File: config.mk
export PLATFORM = sky130hd
export DESIGN_NAME = alu_share_arb_flat
export DESIGN_NICKNAME = d
export VERILOG_FILES = /design/src/rtl/alu_share_arb_if.sv /design/src/rtl/alu_share_arb.sv /design/src/flat_wrapper.sv
export SDC_FILE = /design/constraint.sdc
export NUM_CORES = 1
export LEC_CHECK = 0
export ABC_CLOCK_PERIOD_IN_PS = 2380
export BUFFER_PORTS_ARGS = -buffer_cell sky130_fd_sc_hd__buf_4
export CAP_MARGIN = 20
export CORE_AREA = 2 2 107 109
export CTS_BUF_LIST = sky130_fd_sc_hd__clkbuf_16
export DETAILED_ROUTE_END_ITERATION = 7
export DIE_AREA = 0 0 109 111
export PLACE_DENSITY_LB_ADDON = 0.3
export SETUP_SLACK_MARGIN = 0.05
export SYNTH_ARGS = -nofsm -noshare
export SYNTH_HDL_FRONTEND = slang
export SYNTH_SLANG_ARGS = --single-unit
export TNS_END_PERCENT = 100
File: constraint.sdc
create_clock -name clk_i -period 2.38 [get_ports clk_i]
set_input_delay 0 -clock clk_i [delete_from_list [all_inputs] [get_ports clk_i]]
set_output_delay 0 -clock clk_i [all_outputs]
set_load 0.05 [all_outputs]
File: src/rtl/alu_share_arb_if.sv
// Requester-side handshake bundle for alu_share_arb: request channel
// (valid/ready with opcode and operands) plus the response handshake.
// The response data itself is a shared bus on the arbiter top.
interface alu_share_arb_if;
    logic        valid;
    logic        ready;
    logic [3:0]  opcode;
    logic [31:0] op_1;
    logic [31:0] op_2;
    logic        resp_valid;
    logic        resp_ready;

    // Requester side
    modport master (
        output valid, opcode, op_1, op_2, resp_ready,
        input  ready, resp_valid
    );

    // Arbiter side
    modport slave (
        input  valid, opcode, op_1, op_2, resp_ready,
        output ready, resp_valid
    );
endinterface

File: src/rtl/alu_share_arb.sv
// Two-requester arbiter in front of a single combinational ALU. The winner's
// operation is driven onto the ALU in its grant cycle and the result is
// captured into a one-entry response buffer that is held until the owner
// accepts it. Back-pressure on the buffer stalls all new grants.
module alu_share_arb #(
    parameter bit RR_EN = 1'b1   // 1: round-robin on ties, 0: req0 always wins
) (
    input  logic                 clk_i,
    input  logic                 rst_i,
    alu_share_arb_if.slave       req0,
    alu_share_arb_if.slave       req1,
    output logic [31:0]          resp_data_o,
    output logic [3:0]           alu_opcode_o,
    output logic [31:0]          alu_op_1_o,
    output logic [31:0]          alu_op_2_o,
    input  logic [31:0]          alu_result_i
);

    typedef enum logic {
        IDLE = 1'b0,   // response buffer empty
        RESP = 1'b1    // buffer holds a result for owner_q
    } state_t;

    state_t      state_q, state_d;
    logic        owner_q, owner_d;
    logic        last_grant_q, last_grant_d;
    logic [31:0] resp_data_q, resp_data_d;

    // Requester signals gathered into index-addressable form
    logic [1:0]       vld;
    logic [1:0]       resp_rdy;
    logic [1:0][3:0]  opc;
    logic [1:0][31:0] opa;
    logic [1:0][31:0] opb;

    logic [1:0] rdy;
    logic [1:0] resp_vld;
    logic       accept;
    logic       can_issue;
    logic       gnt_vld;
    logic       gnt_id;

    assign vld      = {req1.valid, req0.valid};
    assign resp_rdy = {req1.resp_ready, req0.resp_ready};
    assign opc[0]   = req0.opcode;
    assign opc[1]   = req1.opcode;
    assign opa[0]   = req0.op_1;
    assign opa[1]   = req1.op_1;
    assign opb[0]   = req0.op_2;
    assign opb[1]   = req1.op_2;

    assign req0.ready      = rdy[0];
    assign req1.ready      = rdy[1];
    assign req0.resp_valid = resp_vld[0];
    assign req1.resp_valid = resp_vld[1];
    assign resp_data_o     = resp_data_q;

    // Only the owner sees its response valid; the other requester's
    // resp_ready therefore never affects the buffer.
    always_comb begin
        resp_vld = 2'b00;
        if (state_q == RESP) resp_vld[owner_q] = 1'b1;
    end

    // Arbitration, ALU drive and next-state. A grant is allowed when the
    // buffer is empty or is being drained this very cycle, which gives
    // one op per cycle when consumers are always ready. Grants are
    // suppressed while reset is asserted so nothing is accepted and then
    // lost at the reset edge.
    always_comb begin
        accept       = (state_q == RESP) && resp_rdy[owner_q];
        can_issue    = (state_q == IDLE) || accept;
        gnt_vld      = 1'b0;
        gnt_id       = 1'b0;
        rdy          = 2'b00;
        alu_opcode_o = 4'd0;
        alu_op_1_o   = 32'd0;
        alu_op_2_o   = 32'd0;
        state_d      = state_q;
        owner_d      = owner_q;
        last_grant_d = last_grant_q;
        resp_data_d  = resp_data_q;

        if (!rst_i && can_issue && (vld != 2'b00)) begin
            gnt_vld = 1'b1;
            if (vld == 2'b11) gnt_id = RR_EN ? ~last_grant_q : 1'b0;
            else              gnt_id = vld[1];
        end

        if (gnt_vld) begin
            rdy[gnt_id]  = 1'b1;
            alu_opcode_o = opc[gnt_id];
            alu_op_1_o   = opa[gnt_id];
            alu_op_2_o   = opb[gnt_id];
            state_d      = RESP;
            owner_d      = gnt_id;
            last_grant_d = gnt_id;
            resp_data_d  = alu_result_i;
        end else if (accept) begin
            state_d = IDLE;
        end
    end

    // State and response buffer registers; reset drops any pending result
    // and leaves last_grant at 1 so req0 wins the first tie.
    always_ff @(posedge clk_i) begin
        if (rst_i) begin
            state_q      <= IDLE;
            owner_q      <= 1'b0;
            last_grant_q <= 1'b1;
            resp_data_q  <= 32'd0;
        end else begin
            state_q      <= state_d;
            owner_q      <= owner_d;
            last_grant_q <= last_grant_d;
            resp_data_q  <= resp_data_d;
        end
    end

endmodule

File: src/flat_wrapper.sv
// flat-port wrapper written by rule: the top's interface ports become plain ports
module alu_share_arb_flat 
#(
    parameter bit RR_EN = 1'b1                                                 
)
  (clk_i, rst_i, resp_data_o, alu_opcode_o, alu_op_1_o, alu_op_2_o, alu_result_i, req0_valid, req0_opcode, req0_op_1, req0_op_2, req0_resp_ready, req0_ready, req0_resp_valid, req1_valid, req1_opcode, req1_op_1, req1_op_2, req1_resp_ready, req1_ready, req1_resp_valid);
  alu_share_arb_if req0_i ();
  alu_share_arb_if req1_i ();
  input  logic clk_i;
  input  logic rst_i;
  output logic [31:0] resp_data_o;
  output logic [3:0] alu_opcode_o;
  output logic [31:0] alu_op_1_o;
  output logic [31:0] alu_op_2_o;
  input  logic [31:0] alu_result_i;
  input wire logic [$bits(req0_i.valid)-1:0] req0_valid;
  input wire logic [$bits(req0_i.opcode)-1:0] req0_opcode;
  input wire logic [$bits(req0_i.op_1)-1:0] req0_op_1;
  input wire logic [$bits(req0_i.op_2)-1:0] req0_op_2;
  input wire logic [$bits(req0_i.resp_ready)-1:0] req0_resp_ready;
  output wire logic [$bits(req0_i.ready)-1:0] req0_ready;
  output wire logic [$bits(req0_i.resp_valid)-1:0] req0_resp_valid;
  input wire logic [$bits(req1_i.valid)-1:0] req1_valid;
  input wire logic [$bits(req1_i.opcode)-1:0] req1_opcode;
  input wire logic [$bits(req1_i.op_1)-1:0] req1_op_1;
  input wire logic [$bits(req1_i.op_2)-1:0] req1_op_2;
  input wire logic [$bits(req1_i.resp_ready)-1:0] req1_resp_ready;
  output wire logic [$bits(req1_i.ready)-1:0] req1_ready;
  output wire logic [$bits(req1_i.resp_valid)-1:0] req1_resp_valid;
  assign req0_i.valid = req0_valid;
  assign req0_i.opcode = req0_opcode;
  assign req0_i.op_1 = req0_op_1;
  assign req0_i.op_2 = req0_op_2;
  assign req0_i.resp_ready = req0_resp_ready;
  assign req0_ready = req0_i.ready;
  assign req0_resp_valid = req0_i.resp_valid;
  assign req1_i.valid = req1_valid;
  assign req1_i.opcode = req1_opcode;
  assign req1_i.op_1 = req1_op_1;
  assign req1_i.op_2 = req1_op_2;
  assign req1_i.resp_ready = req1_resp_ready;
  assign req1_ready = req1_i.ready;
  assign req1_resp_valid = req1_i.resp_valid;
  alu_share_arb #(.RR_EN(RR_EN)) u_core (.clk_i(clk_i), .rst_i(rst_i), .req0(req0_i), .req1(req1_i), .resp_data_o(resp_data_o), .alu_opcode_o(alu_opcode_o), .alu_op_1_o(alu_op_1_o), .alu_op_2_o(alu_op_2_o), .alu_result_i(alu_result_i));
endmodule
==> results of run 1 <==
-- cells in the final DEF (no fill, tap or decap) --
cell           synthesis  layout
a211o_2                1       1
a211o_4                0       1
a21bo_2                2       2
a21boi_4               0       1
a21oi_1               69      69
a221o_1                1       1
and2_2                 1       1
and2b_2                1       1
buf_12                 0       3
buf_4                  1     280
clkbuf_16              0       5
clkinv_2               0       1
clkinvlp_4             0       2
dfxtp_1               35      35
dlygate4sd3_1          0      32
mux2_4                32      32
mux2i_1                2       2
nand2_1              137     137
nor2_1                 3       3
nor2b_1               33      33
or2b_1                 1       1
-- report_power, final --
part           internal, mW  switching, mW  leakage [nW]  total (mW)
Sequential            0.645         0.0336         0.291       0.679
Clock                 0.385          0.254        0.0658       0.639
Combinational         0.558          0.769          2.36        1.33
-- stage by stage --
step / std cells / hold WS (ns) / util (%) / total power, mW
after floorplan: 348 / 0.143 / - / 1.50
after global placement: 745 / 0.227 / 42.5 / 1.96
after detailed placement: 745 / 0.230 / 42.5 / 1.97
after CTS: 785 / 0.0719 / 46.7 / 2.66
after global routing: 786 / 0.108 / 46.8 / 2.76
final: 786 / 0.0924 / 46.8 / 2.64
-- logic make-up (layout without fill, tap and decap cells) --
kind of cell,after synthesis,after routing,share of synthesized area [%]
buf+inv,29,323,7.81
compound gates,74,75,15.4
mux,34,34,19.6
flops,35,35,27.5
simple gates,176,176,29.7
-- state kept, by name, summed over array words and instances, names as in the netlist --
name	cells
u_core.resp_data_o	32
u_core.last_grant_q	1
u_core.state_q	1
u_core.owner_q	1
-- critical path, cell delays in order (launching register included) --
cell and delay, ns:
dfxtp_1 0.37, mux2i_1 0.41, a211o_4 0.39, buf_4 0.36, a21oi_1 0.09, buf_4 0.20
-- final cells by class --
| type | instances | area share [%] |
|---|---|---|
| repair buffers | 315 | 47.9 |
| multi-input cells | 285 | 32.4 |
| flip-flops and latches | 35 | 13.5 |
| well taps | 143 | 3.45 |
| clock buffers | 5 | 2.41 |
| clock inverters | 3 | 0.386 |
-- cells in the mapped netlist (all sizes together) --
| cell | n | area, µm² |
|---|---|---|
| or2b | 1 | 7.51 |
| mux2i | 2 | 20.0 |
| and2 | 1 | 7.51 |
| a21oi | 69 | 345 |
| mux2 | 32 | 480 |
| a21boi | 1 | 7.51 |
| buf | 15 | 146 |
| a21bo | 2 | 20.0 |
| and2b | 1 | 8.76 |
| nand2 | 137 | 514 |
| a221o | 1 | 10.0 |
| nor2 | 3 | 11.3 |
| nor2b | 33 | 206 |
| clkbuf | 14 | 52.6 |
| dfxtp | 35 | 701 |
| a211o | 1 | 10.0 |
-- timing repair --
| action | CTS | global route |
|---|---|---|
| hold buffers | 32 | 0 |
| endpoints found under the hold margin | 32 | 0 |
| resized for setup | 0 | 0 |
| setup endpoints to repair | 0 | 31 |
-- worst min path at each step --
stage	to	slack (ns)	cells after the start
2_1_floorplan	u_core.resp_data_o[0]	0.14	1
3_3_place_gp	u_core.resp_data_o[11]	0.23	2
3_5_place_dp	u_core.resp_data_o[11]	0.23	2
4_1_cts	u_core.state_q	0.07	3
5_1_grt	u_core.state_q	0.11	3
6_report	u_core.state_q	0.09	3
-- metal layers --
layer | routed length [µm] | vias to the layer above | GRT usage, %
met5 | 23 | - | 0
met4 | 218 | 4 | 4.87
met3 | 1120 | 19 | 5.23
met2 | 5460 | 167 | 29.4
met1 | 4250 | 1514 | 18.6
li1 | - | 1719 | -
==> run metrics, run 1 <==
CTS Sinks 35; Mapped Nets 522; final setup margin 0.265 ns; mean post-synth cell area 7.32 µm²; post-synthesis cell area 2550 µm²; Longest Clk Path Bufs 2; Max Fclk 0.473 GHz; height of the die 111 µm; Final ANT Viol Nets 0; CTS HTree Levels 2; post-synthesis register bit count 35; Initial Util 23.0%; largest net degree at the start of global routing 70; Worst setup SP type flop; Routed WL 11,100 µm; Vias 3,423; post-route cell area 5180 µm²; Max Cap Viol 0; setup_tns 0 ns; core area 11,100 µm²; drc violations 0; Die Width 109 µm; sequential-to-total area share from yosys stat 27.5%; Slew headroom 67.8%; Synth Instances 348; Worst Max-Slew Pin Slew 0.483 ns; first-pass GRT wire length 16,100 µm; setup bufs post-CTS 0; Worst Path Arrival 2.11 ns; DP Worst Slack 0.404 ns; PD cells 510 nW/µm²; IO buf count 277; worst min path class input pin to flop; Synth Warn # 0; R2R setup slack 0.59 ns; Worst-path clk slew 0.06 ns; post-synthesis cell type count 18; Max Fanout on Critical Path 31; Tmin final 2.11 ns; Vias/cell 4.35; vias in the first global route 3,255; DR iter-0 viols 189; CTS tree built; R2R Path End u_core.resp_data_o[12]; grt ovf 0; R2R cell count 4; Final Max Slew Viols 0; critical path type flop to output pin; antenna violations before repair 2; hold path start req1_valid; ANT cells 0; register area 701 µm²; Data required, critical path 2.38 ns; CTS Buf Count 5; number of fill cells in the layout 1,061; Critical path origin u_core.owner_q; crit path to alu_op_2_o[19]; gpl congestion 0.818; floorplan row count 39; Clock Latency Late Sink 0.28 ns; layout cells sized above 1 51.3%; endpoint kind of the worst setup timing path output pin; I/O pin cnt 278; Tot GR Track Use 16.6%; post-route clock period utilization 88.9%; Initial DRT Pass Iterations 5; RSZ-0062 raised after global routing no; status finished clean; reg2reg start u_core.owner_q; leakage power 2.72 nW; Final Skew 0.00548 ns; # nets final 816; Root Buffer clkbuf_16; maximum vdd drop 0.000436 V; DP HPWL 8330 µm; area of the multi-input gates 1680 µm²; Area Growth Syn to Fin 103%; die area 12,100 µm²; DP Area 4710 µm²; Hold Vio Cnt, Final 0; WL per Instance 14.1 µm; Final setup viols 0
No activity file was read; power rests on OpenSTA's default activity.
==> run 2: changes to the inputs <==
- CORE_AREA: 2 2 107 109 -> 2 2 109 111
- CTS_BUF_LIST: sky130_fd_sc_hd__clkbuf_16 -> sky130_fd_sc_hd__clkbuf_4 sky130_fd_sc_hd__clkbuf_8
- DIE_AREA: 0 0 109 111 -> 0 0 111 113
==> run metrics, run 2 (synthesis gave the netlist of run 1 again) <==
status finished clean; DP HPWL 8520 µm; ANT cells 0; IO buf count 277; Data required, critical path 2.38 ns; Clock Latency Late Sink 0.29 ns; drc violations 0; Initial Util 22.6%; Worst Max-Slew Pin Slew 0.581 ns; gpl congestion 0.908; Critical path origin u_core.owner_q; Initial DRT Pass Iterations 4; # nets final 817; R2R cell count 3; PD cells 477 nW/µm²; Worst-path clk slew 0.06 ns; Final Skew 0.00670 ns; setup bufs post-CTS 0; I/O pin cnt 278; Vias/cell 4.37; sw frac 41.5%; Slew headroom 61.2%; Final ANT Viol Nets 0; RSZ-0062 raised after global routing no; leading cell types in the layout, fill and taps excluded buf_4, nand2_1, a21oi_1, dfxtp_1, nor2b_1; clock share of power 17.9%; Die Width 111 µm; reg2reg start u_core.owner_q; post-route cell area 5140 µm²; critical path type flop to output pin; crit path to alu_opcode_o[3]; height of the die 113 µm; Vias 3,436; endpoint kind of the worst setup timing path output pin; total power draw 2.45 mW; DP Area 4720 µm²; WL per Instance 14.6 µm; CTS Buf Count 5; die area 12,500 µm²; max FFs per register 32; Final Max Slew Viols 0; setup_tns 0 ns; Longest Clk Path Bufs 2; Worst Path Arrival 2.10 ns; CTS HTree Levels 2; post-route clock period utilization 88.1%; Worst setup SP type flop; Tmin final 2.10 ns; vias in the first global route 3,384; Internal Power 1.43 mW; grt ovf 0; antenna violations before repair 0; Area Growth Syn to Fin 102%; maximum vdd drop 0.000360 V; hold_ws 0.0892 ns; Hold Vio Cnt, Final 0; commonest non-fill, non-tap cell in the layout buf_4; Max Fclk 0.477 GHz; Max Cap Viol 0; R2R setup slack 0.54 ns; Tot GR Track Use 16.4%; layout cells sized above 1 51.4%; Routed WL 11,500 µm; leakage power 2.71 nW; CTS tree built; DR iter-0 viols 219; Max Fanout on Critical Path 38; worst min path class input pin to flop; Final setup viols 0; net switching power 1.02 mW; largest net degree at the start of global routing 70; CTS Sinks 35; Sequential Power Share 27.7%; first-pass GRT wire length 17,000 µm; Logic pwr share 54.5%; core area 11,300 µm²; floorplan row count 39; R2R Path End u_core.resp_data_o[15]; Root Buffer clkbuf_8
[run 2: changes by cell type in the layout (fill, tap and decap cells not counted)]
cell and change:
buf_4 +1, clkbuf_16 -5, clkbuf_4 +2, clkbuf_8 +5
clkinvlp_4 -2
[run 2: layer usage]
| layer | global-route usage [%] | up-vias | part of all wire, % |
|---|---|---|---|
| met5 | 0 | - | 0 |
| met4 | 4.33 | 0 | 1.8 |
| met3 | 3.80 | 16 | 7.6 |
| met2 | 29.7 | 161 | 51 |
| met1 | 19.5 | 1539 | 40 |
| li1 | - | 1720 | - |
[run 2: worst min-delay path by stage]
stage	startpoint	endpoint	slack, ns	depth (start not counted)
3_3_place_gp	alu_result_i[13]	u_core.resp_data_o[13]	0.23	2
4_1_cts	req1_valid	u_core.state_q	0.06	3
2_1_floorplan	alu_result_i[0]	u_core.resp_data_o[0]	0.14	1
3_5_place_dp	alu_result_i[18]	u_core.resp_data_o[18]	0.23	2
5_1_grt	req1_valid	u_core.state_q	0.11	3
6_report	req1_valid	u_core.state_q	0.09	3
[run 2: critical path, cell delays in order (launching register included)]
cell     delay (ns)
dfxtp_1        0.38
mux2i_1        0.41
a211o_4        0.46
buf_12         0.25
a21oi_1        0.09
buf_4          0.20
[run 2: final cells by class]
type	count	area (µm²)
Clock inverter	1	5.00
Sequential cell	35	701
Clock buffer	7	83.8
Fill cell	1136	6140
Timing Repair Buffer	316	2490
Multi-Input combinational cell	285	1680
Tap cell	143	179
[run 2: power groups by stage]
stage / Clock [mW] / Combinational, mW / Sequential (mW)
finish: 0.437 / 1.33 / 0.678
global route: 0.477 / 1.41 / 0.685
CTS: 0.456 / 1.34 / 0.677
detailed placement: 0 / 1.29 / 0.686
global placement: 0 / 1.28 / 0.688
floorplan: 0 / 0.627 / 0.869
[run 2: timing repair]
| action | 4_1_cts | 5_1_grt |
|---|---|---|
| resized for setup | 0 | 0 |
| hold buffers | 32 | 0 |
| setup endpoints to repair | 0 | 41 |
| endpoints found under the hold margin | 32 | 0 |
[run 2: per-stage QoR]
step                      worst slack, ns  std cells  utilization, %
after floorplan                     0.485        348               -
after global placement              0.454        746            41.8
after detailed placement            0.375        746            41.8
after CTS                           0.118        786            45.5
after global routing                0.166        787            45.6
final                               0.283        787            45.6
